<file path="config.mk">
export PLATFORM = sky130hd
export DESIGN_NAME = systolic_array_ctrl
export DESIGN_NICKNAME = d
export VERILOG_FILES = /design/src/rtl/systolic_array_ctrl.sv
export SDC_FILE = /design/constraint.sdc
export NUM_CORES = 1
export LEC_CHECK = 0
export ABC_AREA = 1
export ABC_CLOCK_PERIOD_IN_PS = 3400
export CAP_MARGIN = 10
export CORE_AREA = 2 2 108 110
export DETAILED_ROUTE_END_ITERATION = 8
export DIE_AREA = 0 0 110 112
export PLACE_DENSITY = 0.66
export SLEW_MARGIN = 40
export SYNTH_ARGS = -nofsm -noshare
export SYNTH_HDL_FRONTEND = slang
export SYNTH_SLANG_ARGS = --single-unit
</file>
<file path="constraint.sdc">
create_clock -name clk -period 3.4 [get_ports clk]
set_clock_uncertainty 0.2 [all_clocks]
set_input_delay 0.68 -clock clk [delete_from_list [all_inputs] [get_ports clk]]
set_output_delay 0.68 -clock clk [all_outputs]
set_load 0.01 [all_outputs]
</file>
<file path="src/rtl/systolic_array_ctrl.sv">
// systolic_array_ctrl: job sequencer for a weight-stationary ROWS x COLS systolic array
module systolic_array_ctrl #(
  parameter int ROWS    = 4,
  parameter int COLS    = 4,
  parameter int OUT_LAT = 0,
  parameter int CNT_W   = 16
) (
  input  logic                    clk,
  input  logic                    reset,
  input  logic                    start,
  input  logic [CNT_W-1:0]        num_vec,
  input  logic                    hold,
  output logic                    busy,
  output logic                    done,
  output logic                    pe_clear_weight,
  output logic                    pe_weight_load,
  output logic                    pe_mac_enable,
  output logic                    wet_rd_en,
  output logic [$clog2(ROWS)-1:0] wet_row_idx,
  output logic                    act_rd_en,
  output logic [COLS-1:0]         out_valid
);
  localparam int RW = $clog2(ROWS);
  localparam int CW = CNT_W + 1;
  typedef enum logic [2:0] {IDLE, CLEAR, LOAD, STREAM, DONE} state_t;
  state_t state, state_n;
  logic [CW-1:0] cnt, cnt_n, last;
  logic [CNT_W-1:0] nv;
  logic run;
  assign last = {1'b0, nv} + CW'(COLS - 1 + OUT_LAT);
  assign run = !hold || state == IDLE || state == DONE;
  always_ff @(posedge clk) begin
    if (reset) begin
      state <= IDLE;
      cnt   <= '0;
      nv    <= '0;
    end else begin
      state <= state_n;
      cnt   <= cnt_n;
      if (state == IDLE && start) nv <= num_vec;
    end
  end
  always_comb begin
    state_n = state;
    cnt_n   = cnt;
    if (run) begin
      case (state)
        IDLE:   if (start) begin state_n = CLEAR; cnt_n = '0; end
        CLEAR:  begin state_n = LOAD; cnt_n = '0; end
        LOAD:   if (cnt == CW'(ROWS - 1)) begin
                  state_n = (nv == '0) ? DONE : STREAM;
                  cnt_n   = '0;
                end else cnt_n = cnt + CW'(1);
        STREAM: if (cnt == last - CW'(1)) begin
                  state_n = DONE;
                  cnt_n   = '0;
                end else cnt_n = cnt + CW'(1);
        DONE:   state_n = IDLE;
        default: state_n = IDLE;
      endcase
    end
  end
  always_comb begin
    busy            = state != IDLE;
    done            = state == DONE;
    pe_clear_weight = state == CLEAR && !hold;
    pe_weight_load  = state == LOAD && !hold;
    wet_rd_en       = pe_weight_load;
    wet_row_idx     = (state == LOAD) ? RW'(ROWS - 1) - cnt[RW-1:0] : '0;
    pe_mac_enable   = state == STREAM && !hold;
    act_rd_en       = pe_mac_enable && cnt < {1'b0, nv};
  end
  // window test via wrapped difference avoids constant compares for column 0
  for (genvar c = 0; c < COLS; c++) begin : g_ov
    logic [CW:0] d;
    assign d = {1'b0, cnt} - (CW+1)'(c + OUT_LAT);
    assign out_valid[c] = pe_mac_enable && d < {2'b0, nv};
  end
endmodule

</file>
==> flow_summary.toml, run 1 <==
[worst_setup_path]
critPathSlowestCell = "dfxtp_4"
path_depth = 17
critPathCapture = "out_valid[2]"
crit_family = "simple AND/OR/NAND/NOR gates"
setup.worst_path.end_class = "output pin"
path_class = "reg2out"
reg2reg_from = "cnt[1]"
crit_arrival_ps = 2740
r2r_cells = 15
reg2reg_to = "cnt[9]"
startpoint_type = "register"
required_ps = 2520
crit_buf_inv = 5
critPathLaunch = "cnt[2]"
crit_fanout = 4
r2r_setup_slack_ps = 620
slowest_delay_ps = 360
cp_cell_sequence = "inv_4, ha_4, inv_4, nor2_4, inv_2, buf_4, nor2_2, xor2_1, ha_1, nand2_1, nor2_1, o31ai_1, nand3_1, nand4_1, nand2_1, a31oi_1, buf_2"

[routing]
num_vias = 5248
firstDrtPassIters = 5
drt-initial-drc-count = 289
drc = 0
vias_per_cell = 5.39
wl_um = 15500
ant_nets = 0
wire_per_inst_um = 15.9

[grt]
grt_pass1_vias = 5159
grt_start_max_net_pins = 31
grt-ovfl-total = 0
grt_pass1_wl_um = 24500
grtUsageTotal_pct = 25.3
antenna_found_initial = 0

[timing]
drv_slew = 0
period_share_pct = 106
setup_slack_ps = -216
rsz0062_at_grt = "yes"
setup_viol = 5
hold_ws_ps = 318
period_minus_slack_ps = 3620
worst_pin_slew_ps = 801
fmax_mhz = 277
hold_violations = 0
relSlewSlack_pct = 46.1

[pwr]
vdd_drop_max_v = 0.000767
pwr-share-clk_pct = 18.7
power.internal_mw = 1.35
netSwitchingPower_mw = 1.22
swShare_pct = 47.5
leakage_nw = 2.79
power_density_nw_per_um2 = 421
power_frac_comb_pct = 58.7
seq_power_share_pct = 22.7

[placement]
dpl.hpwl_um = 12300
numPortBuffers = 32
dp.cells = 962
place.gp.congestion = 0.946

[cts]
clock_tree.buffer_depth = 2
postCtsHoldBufs = 0
cts_root_buffer = "clkbuf_16"
cts_tree = "done"
clock_sinks = 36
cts_buffers = 5
clk_pin_slew_ps = 60
clk_latency_ps = 290
htreeDepth = 2

[layout]
final_cell_mix = "158 x nand2_1, 92 x buf_4, 74 x nor2_1, 65 x ha_1, 61 x inv_1"
layout_commonest_cell = "nand2_1"
drive_above_1_share_pct = 22.4
area_delta_synth_final_pct = 30.8
n_antenna_cell = 0
stdcell_count = 973
nFillCells = 1089
nNetsFinal = 918

[min_path]
hold_start = "nv[0]"
hold_path_class = "reg2reg"

[floorplan]
die_h_um = 112
die-width_um = 110
pin_count = 33
initial_utilization_pct = 41.9
coreArea_sq_um = 11200
rows = 39
die_area_sq_um = 12300

[synth]
ys_warn_count = 0
syn-num-nets = 810
synthesis.area_sq_um = 4680
ys_ff_latch = 36
synth-async-reset-ratio_pct = 0
synthCells = 721
seq_area_frac_synth_pct = 15.4
synth.distinct_cells = 44
synth-main-ff-cell = "dfxtp_1"
avgSynthCellArea_sq_um = 6.50
synth-edff-count = 0

[run_status]
violations = "negative setup slack"
status = "finished with violations"

[flow_run]
drv_cap = 0
## cells in the mapped netlist, types with 5 or more instances
master | instances | area [sq um]
buf_4 | 5 | 37.5
clkinv_1 | 6 | 22.5
buf_2 | 9 | 45.0
xor2_1 | 48 | 420
nor2_1 | 88 | 330
inv_1 | 68 | 255
nand3_2 | 5 | 50.1
o21ai_0 | 25 | 125
ha_1 | 69 | 863
nand2_1 | 163 | 612
nor4_1 | 6 | 37.5
nand4_1 | 22 | 138
nor3_1 | 14 | 70.1
nand3_1 | 33 | 165
a211oi_1 | 7 | 52.6
clkbuf_1 | 9 | 33.8
nand2_2 | 6 | 37.5
a21oi_1 | 57 | 285
dfxtp_1 | 36 | 721
## cells by family (layout without fill, tap and decap cells)
kind of cell / Yosys count / in the layout / share of synthesized area (%)
buffers and inverters: 102 / 211 / 9.21
flip-flops: 36 / 36 / 15.4
AO/OA/AOI/OAI: 109 / 109 / 13.1
XOR/XNOR: 50 / 50 / 9.35
AND/OR/NAND/NOR: 355 / 355 / 34.5
adder cells (fa/ha/maj): 69 / 69 / 18.4
## power by group through the flow
| stage | Sequential, mW | Combinational, mW | Clock, mW |
|---|---|---|---|
| 2_1_floorplan | 0.573 | 1.00 | 0 |
| 3_3_place_gp | 0.588 | 1.38 | 0 |
| 3_5_place_dp | 0.586 | 1.43 | 0 |
| 4_1_cts | 0.581 | 1.47 | 0.481 |
| 5_1_grt | 0.591 | 1.70 | 0.499 |
| 6_report | 0.585 | 1.51 | 0.481 |
## sequential cells by signal, indices dropped and copies added, names as in the netlist
register,cells
cnt,17
state,3
nv,16
## worst min path at each step
stage | end | slack (ps) | depth (start not counted)
floorplan | nv[0] | 260 | 2
finish | nv[0] | 320 | 2
global route | nv[0] | 340 | 2
CTS | nv[0] | 310 | 2
global placement | nv[0] | 300 | 2
detailed placement | nv[0] | 300 | 2
## final cells by class
type                    count  area, sq um  share of cell area (%)
flip-flops and latches     36          729                    11.9
inverters                  77          294                    4.80
repair buffers            126         1020                    16.6
clock buffers               6          139                    2.27
well taps                 143          179                    2.92
clock inverters             2         10.0                   0.163
multi-input cells         583         3760                    61.4
## tightest hold or removal path, stage by stage (launching register included)
cell     delay [ps]
dfxtp_1         330
inv_1            70
a21oi_1          60
## repair_timing
action                     CTS  global route
setup buffers                2             1
pin swaps                   16             9
resized for setup           64            22
setup endpoints to repair    5             5
## metrics by stage
| stage | utilization, % | total power, mW | setup TNS [ps] | setup WS (ps) | instance area, sq um |
|---|---|---|---|---|---|
| floorplan | - | 1.57 | 0 | 31.9 | 4680 |
| global placement | 51.2 | 1.97 | -1050 | -445 | 5720 |
| detailed placement | 51.2 | 2.02 | -1360 | -525 | 5720 |
| CTS | 54.1 | 2.54 | -459 | -157 | 6040 |
| global route | 54.8 | 2.79 | -1180 | -313 | 6130 |
| finish | 54.8 | 2.58 | -584 | -216 | 6130 |
## metal layers
layer | vias to the layer above | track usage [%] | share of wire, %
met5 | - | 0 | 0
met1 | 2458 | 31.6 | 44
met2 | 154 | 44.9 | 50
li1 | 2611 | - | -
met3 | 25 | 3.34 | 4.7
met4 | 0 | 6.75 | 1.9
Power figures use the tool's default switching activity.
==> inputs of run 2 (changes only) <==
CORE_AREA = 2 2 128 93   (was 2 2 108 110)
DIE_AREA = 0 0 130 95   (was 0 0 110 112)
==> flow_summary.toml, run 2 (same netlist as run 1, synthesis figures left out) <==
[timing]
hold_violations = 0
relSlewSlack_pct = 50.2
setup_viol = 3
period_share_pct = 105
setup_tns_ps = -281
rsz0062_at_grt = "yes"
setup_slack_ps = -170
worst_pin_slew_ps = 740
drv_slew = 0
period_minus_slack_ps = 3570
fmax_mhz = 280

[placement]
dpl.hpwl_um = 12900
dp_slack_ps = -381
postPlaceCellArea_sq_um = 5760
numPortBuffers = 32
place.gp.congestion = 0.992

[routing]
drc = 0
ant_nets = 0
wl_um = 16000
firstDrtPassIters = 4
vias_per_cell = 5.32
num_vias = 5257
wire_per_inst_um = 16.1
drt-initial-drc-count = 425

[floorplan]
pin_count = 33
die-width_um = 130
die_area_sq_um = 12400
coreArea_sq_um = 11300
rows = 33
die_h_um = 95
initial_utilization_pct = 41.6

[layout]
largest_register = "cnt"
seqCellArea_sq_um = 731
nNetsFinal = 920
drive_above_1_share_pct = 23.6
final_area_sq_um = 6200
multi_input_area_sq_um = 3790
area_delta_synth_final_pct = 32.4
nFillCells = 1078
layout_commonest_cell = "nand2_1"
largest_reg_flops = 17
largestRegisters = "cnt (17), nv (16), state (3)"
final_cell_mix = "157 x nand2_1, 92 x buf_4, 70 x nor2_1, 64 x ha_1, 59 x inv_1"
n_antenna_cell = 0

[worst_setup_path]
r2r_setup_slack_ps = 820
crit_fanout = 3
critPathLaunch = "cnt[2]"
required_ps = 2520
setup.worst_path.end_class = "output pin"
reg2reg_from = "cnt[1]"
crit_arrival_ps = 2690
startpoint_type = "register"
reg2reg_to = "cnt[16]"
path_class = "reg2out"
critPathCapture = "out_valid[3]"
r2r_cells = 13

[cts]
htreeDepth = 2
clock_tree.buffer_depth = 2
cts_buffers = 5
clock_sinks = 36
cts_root_buffer = "clkbuf_16"
postCtsHoldBufs = 0
clk_latency_ps = 290
cts_tree = "done"
clk_pin_slew_ps = 60

[grt]
grt_pass1_wl_um = 25100
grt_start_max_net_pins = 27
grt_pass1_vias = 5052
grtUsageTotal_pct = 26.3
grt-ovfl-total = 0
antenna_found_initial = 0

[min_path]
hold_path_class = "reg2reg"
hold_path_depth = 2

[run_status]
violations = "negative setup slack"
status = "finished with violations"

[pwr]
power_density_nw_per_um2 = 420
leakage_nw = 2.81
vdd_drop_max_v = 0.000191

[flow_run]
drv_cap = 0
==> run 2: area by class of cell <==
| class | instances | area share [%] |
|---|---|---|
| clock buffers | 8 | 2.36 |
| inverters | 77 | 4.78 |
| multi-input cells | 583 | 61.2 |
| flip-flops and latches | 36 | 11.8 |
| well taps | 157 | 3.17 |
| repair buffers | 128 | 16.7 |
==> run 2: power by group <==
part / internal (mW) / switching, mW
sequential: 0.499 / 0.0863
combinational: 0.574 / 0.975
clock: 0.293 / 0.181
==> run 2: repair_timing <==
item,in CTS,in global routing
gates resized for setup,62,41
pin swaps,19,23
hold endpoints to repair,0,0
cloned,0,0
setup endpoints to repair,5,3
setup buffers,1,2
==> run 2: through the flow <==
step / total power, mW / hold WS, ps / instances / utilization, %
final: 2.61 / 326 / 989 / 55.0
after CTS: 2.55 / 317 / 987 / 53.4
after global routing: 2.81 / 338 / 989 / 55.0
after detailed placement: 2.05 / 302 / 978 / 51.1
after global placement: 1.99 / 303 / 978 / 51.1
after floorplan: 1.57 / 263 / 721 / -
==> run 2: worst max-delay path, cell delays in order (launching register included) <==
cell and delay, ps:
dfxtp_2 370, inv_4 60, ha_4 160, a21oi_4 130
inv_2 70, nor2_4 90, nand2_1 70, xor2_1 160
ha_1 330, nand2_2 110, nor2_2 50, o211ai_1 110
nand4_1 130, nand4_1 140, a21oi_2 70, nor3_1 190
buf_2 160
==> run 2: worst min path at each step <==
stage | slack (ps) | start | endpoint
2_1_floorplan | 260 | nv[0] | nv[0]
3_3_place_gp | 300 | nv[0] | nv[0]
3_5_place_dp | 300 | nv[0] | nv[0]
4_1_cts | 320 | nv[0] | nv[0]
5_1_grt | 340 | nv[0] | nv[0]
6_report | 330 | nv[0] | nv[0]
==> run 2: metal layers <==
| layer | share of wire [%] | global-route usage (%) |
|---|---|---|
| met3 | 8.4 | 5.61 |
| met5 | 0 | 0 |
| met4 | 1.6 | 5.20 |
| met2 | 42 | 40.8 |
| met1 | 48 | 37.6 |
==> inputs of run 3 (changes only) <==
PLACE_DENSITY = unset   (was 0.66)
PLACE_DENSITY_LB_ADDON = 0.1   (was unset)
SLEW_MARGIN = 20   (was 40)
==> flow_summary.toml, run 3 (same netlist as run 1, synthesis figures left out) <==
[run_status]
status = "finished with violations"
violations = "negative setup slack"

[worst_setup_path]
reg2reg_to = "cnt[7]"
critPathCapture = "out_valid[1]"
crit_buf_inv = 5
startpoint_type = "register"
crit_arrival_ps = 2700
r2r_cells = 15
crit_family = "buffers and inverters"
crit_fanout = 4
r2r_setup_slack_ps = 630
required_ps = 2520
critPathSlowestCell = "dfxtp_2"
critPathLaunch = "cnt[1]"
slowest_delay_ps = 370
cp_cell_sequence = "inv_1, buf_4, ha_1, nand2_2, buf_4, xor2_1, ha_1, inv_1, nor3_2, o211ai_1, nand3_1, a21oi_2, o21ai_1, a31oi_1, buf_2"
reg2reg_from = "cnt[1]"
path_depth = 15
path_class = "reg2out"
setup.worst_path.end_class = "output pin"

[cts]
clk_latency_ps = 290
postCtsHoldBufs = 0
clock_tree.buffer_depth = 2
cts_root_buffer = "clkbuf_16"
clk_pin_slew_ps = 60
cts_tree = "done"
clock_sinks = 36
htreeDepth = 2
cts_buffers = 5

[routing]
num_vias = 5199
wl_um = 15900
drt-initial-drc-count = 429
firstDrtPassIters = 5
vias_per_cell = 5.25
wire_per_inst_um = 16.0
ant_nets = 0
drc = 0

[pwr]
vdd_drop_max_v = 0.000243
leakage_nw = 2.79
power_density_nw_per_um2 = 423

[timing]
period_share_pct = 105
drv_slew = 0
worst_pin_slew_ps = 863
fmax_mhz = 279
setup_viol = 3
period_minus_slack_ps = 3580
relSlewSlack_pct = 42.4
rsz0062_at_grt = "yes"
setup_slack_ps = -184
hold_violations = 0

[layout]
largest_reg_flops = 17
layout_commonest_cell = "nand2_1"
largestRegisters = "cnt (17), nv (16), state (3)"
largest_register = "cnt"
drive_above_1_share_pct = 21.3
final_cell_mix = "161 x nand2_1, 97 x buf_4, 72 x nor2_1, 66 x ha_1, 63 x inv_1"
n_antenna_cell = 0
nNetsFinal = 923
multi_input_area_sq_um = 3680
area_delta_synth_final_pct = 30.0
final_area_sq_um = 6090
seqCellArea_sq_um = 726
nFillCells = 1115

[grt]
grt_pass1_wl_um = 24800
grt-ovfl-total = 0
grt_pass1_vias = 4802
grt_start_max_net_pins = 33
antenna_found_initial = 0
grtUsageTotal_pct = 26.2

[floorplan]
initial_utilization_pct = 41.6
die-width_um = 130
pin_count = 33
die_area_sq_um = 12400
die_h_um = 95
coreArea_sq_um = 11300
rows = 33

[placement]
postPlaceCellArea_sq_um = 5790
dp_slack_ps = -434
dpl.hpwl_um = 13000
place.gp.congestion = 0.955
numPortBuffers = 32

[min_path]
hold_path_class = "reg2reg"
hold_path_depth = 2

[flow_run]
drv_cap = 0
==> run 3: cell type report <==
| cell class | instances | share of cell area (%) |
|---|---|---|
| multi-input cells | 583 | 60.4 |
| repair buffers | 131 | 17.2 |
| well taps | 157 | 3.23 |
| flip-flops and latches | 36 | 11.9 |
| clock buffers | 7 | 2.51 |
| inverters | 77 | 4.79 |
==> run 3: repair_timing <==
| action | CTS | global route |
|---|---|---|
| endpoints found under the setup margin | 5 | 5 |
| pin swaps | 14 | 17 |
| endpoints found under the hold margin | 0 | 0 |
| setup buffers | 2 | 0 |
| resized for setup | 40 | 29 |
==> run 3: worst min-delay path by stage <==
stage / startpoint / to / slack [ps]
detailed placement: nv[0] / nv[0] / 310
global placement: nv[0] / nv[0] / 300
global route: nv[0] / nv[0] / 360
floorplan: nv[0] / nv[0] / 260
finish: nv[0] / nv[0] / 320
CTS: nv[0] / nv[0] / 320
==> run 3: metrics by stage <==
| stage | utilization (%) | instances | hold WS [ps] | total power [mW] | setup TNS, ps |
|---|---|---|---|---|---|
| final | 54.0 | 991 | 322 | 2.58 | -477 |
| after global placement | 51.3 | 982 | 302 | 2.00 | -1120 |
| after global routing | 54.0 | 991 | 361 | 2.81 | -879 |
| after CTS | 53.2 | 991 | 324 | 2.56 | -537 |
| after detailed placement | 51.3 | 982 | 308 | 2.04 | -1130 |
| after floorplan | - | 721 | 263 | 1.57 | 0 |
==> run 3: worst reg2reg max path, delay by kind of cell, from the launching register on <==
kind | cells | cell delay, ps
adders and majority gates | 1 | 310
and+or+nand+nor | 10 | 1370
buffers and inverters | 3 | 350
DFF | 1 | 370
AOI/OAI and AO/OA | 1 | 60
==> run 3: metal layers <==
metal | global-route usage, % | share of wire (%)
met1 | 38.7 | 51
met2 | 40.4 | 42
met3 | 4.59 | 5.9
met4 | 4.12 | 1.3
met5 | 0 | 0
==> run 3: report_power, final <==
| group | leakage (nW) | internal, mW | switching [mW] |
|---|---|---|---|
| clock | 0.0760 | 0.308 | 0.194 |
| combinational | 2.42 | 0.563 | 0.932 |
| sequential | 0.295 | 0.498 | 0.0806 |
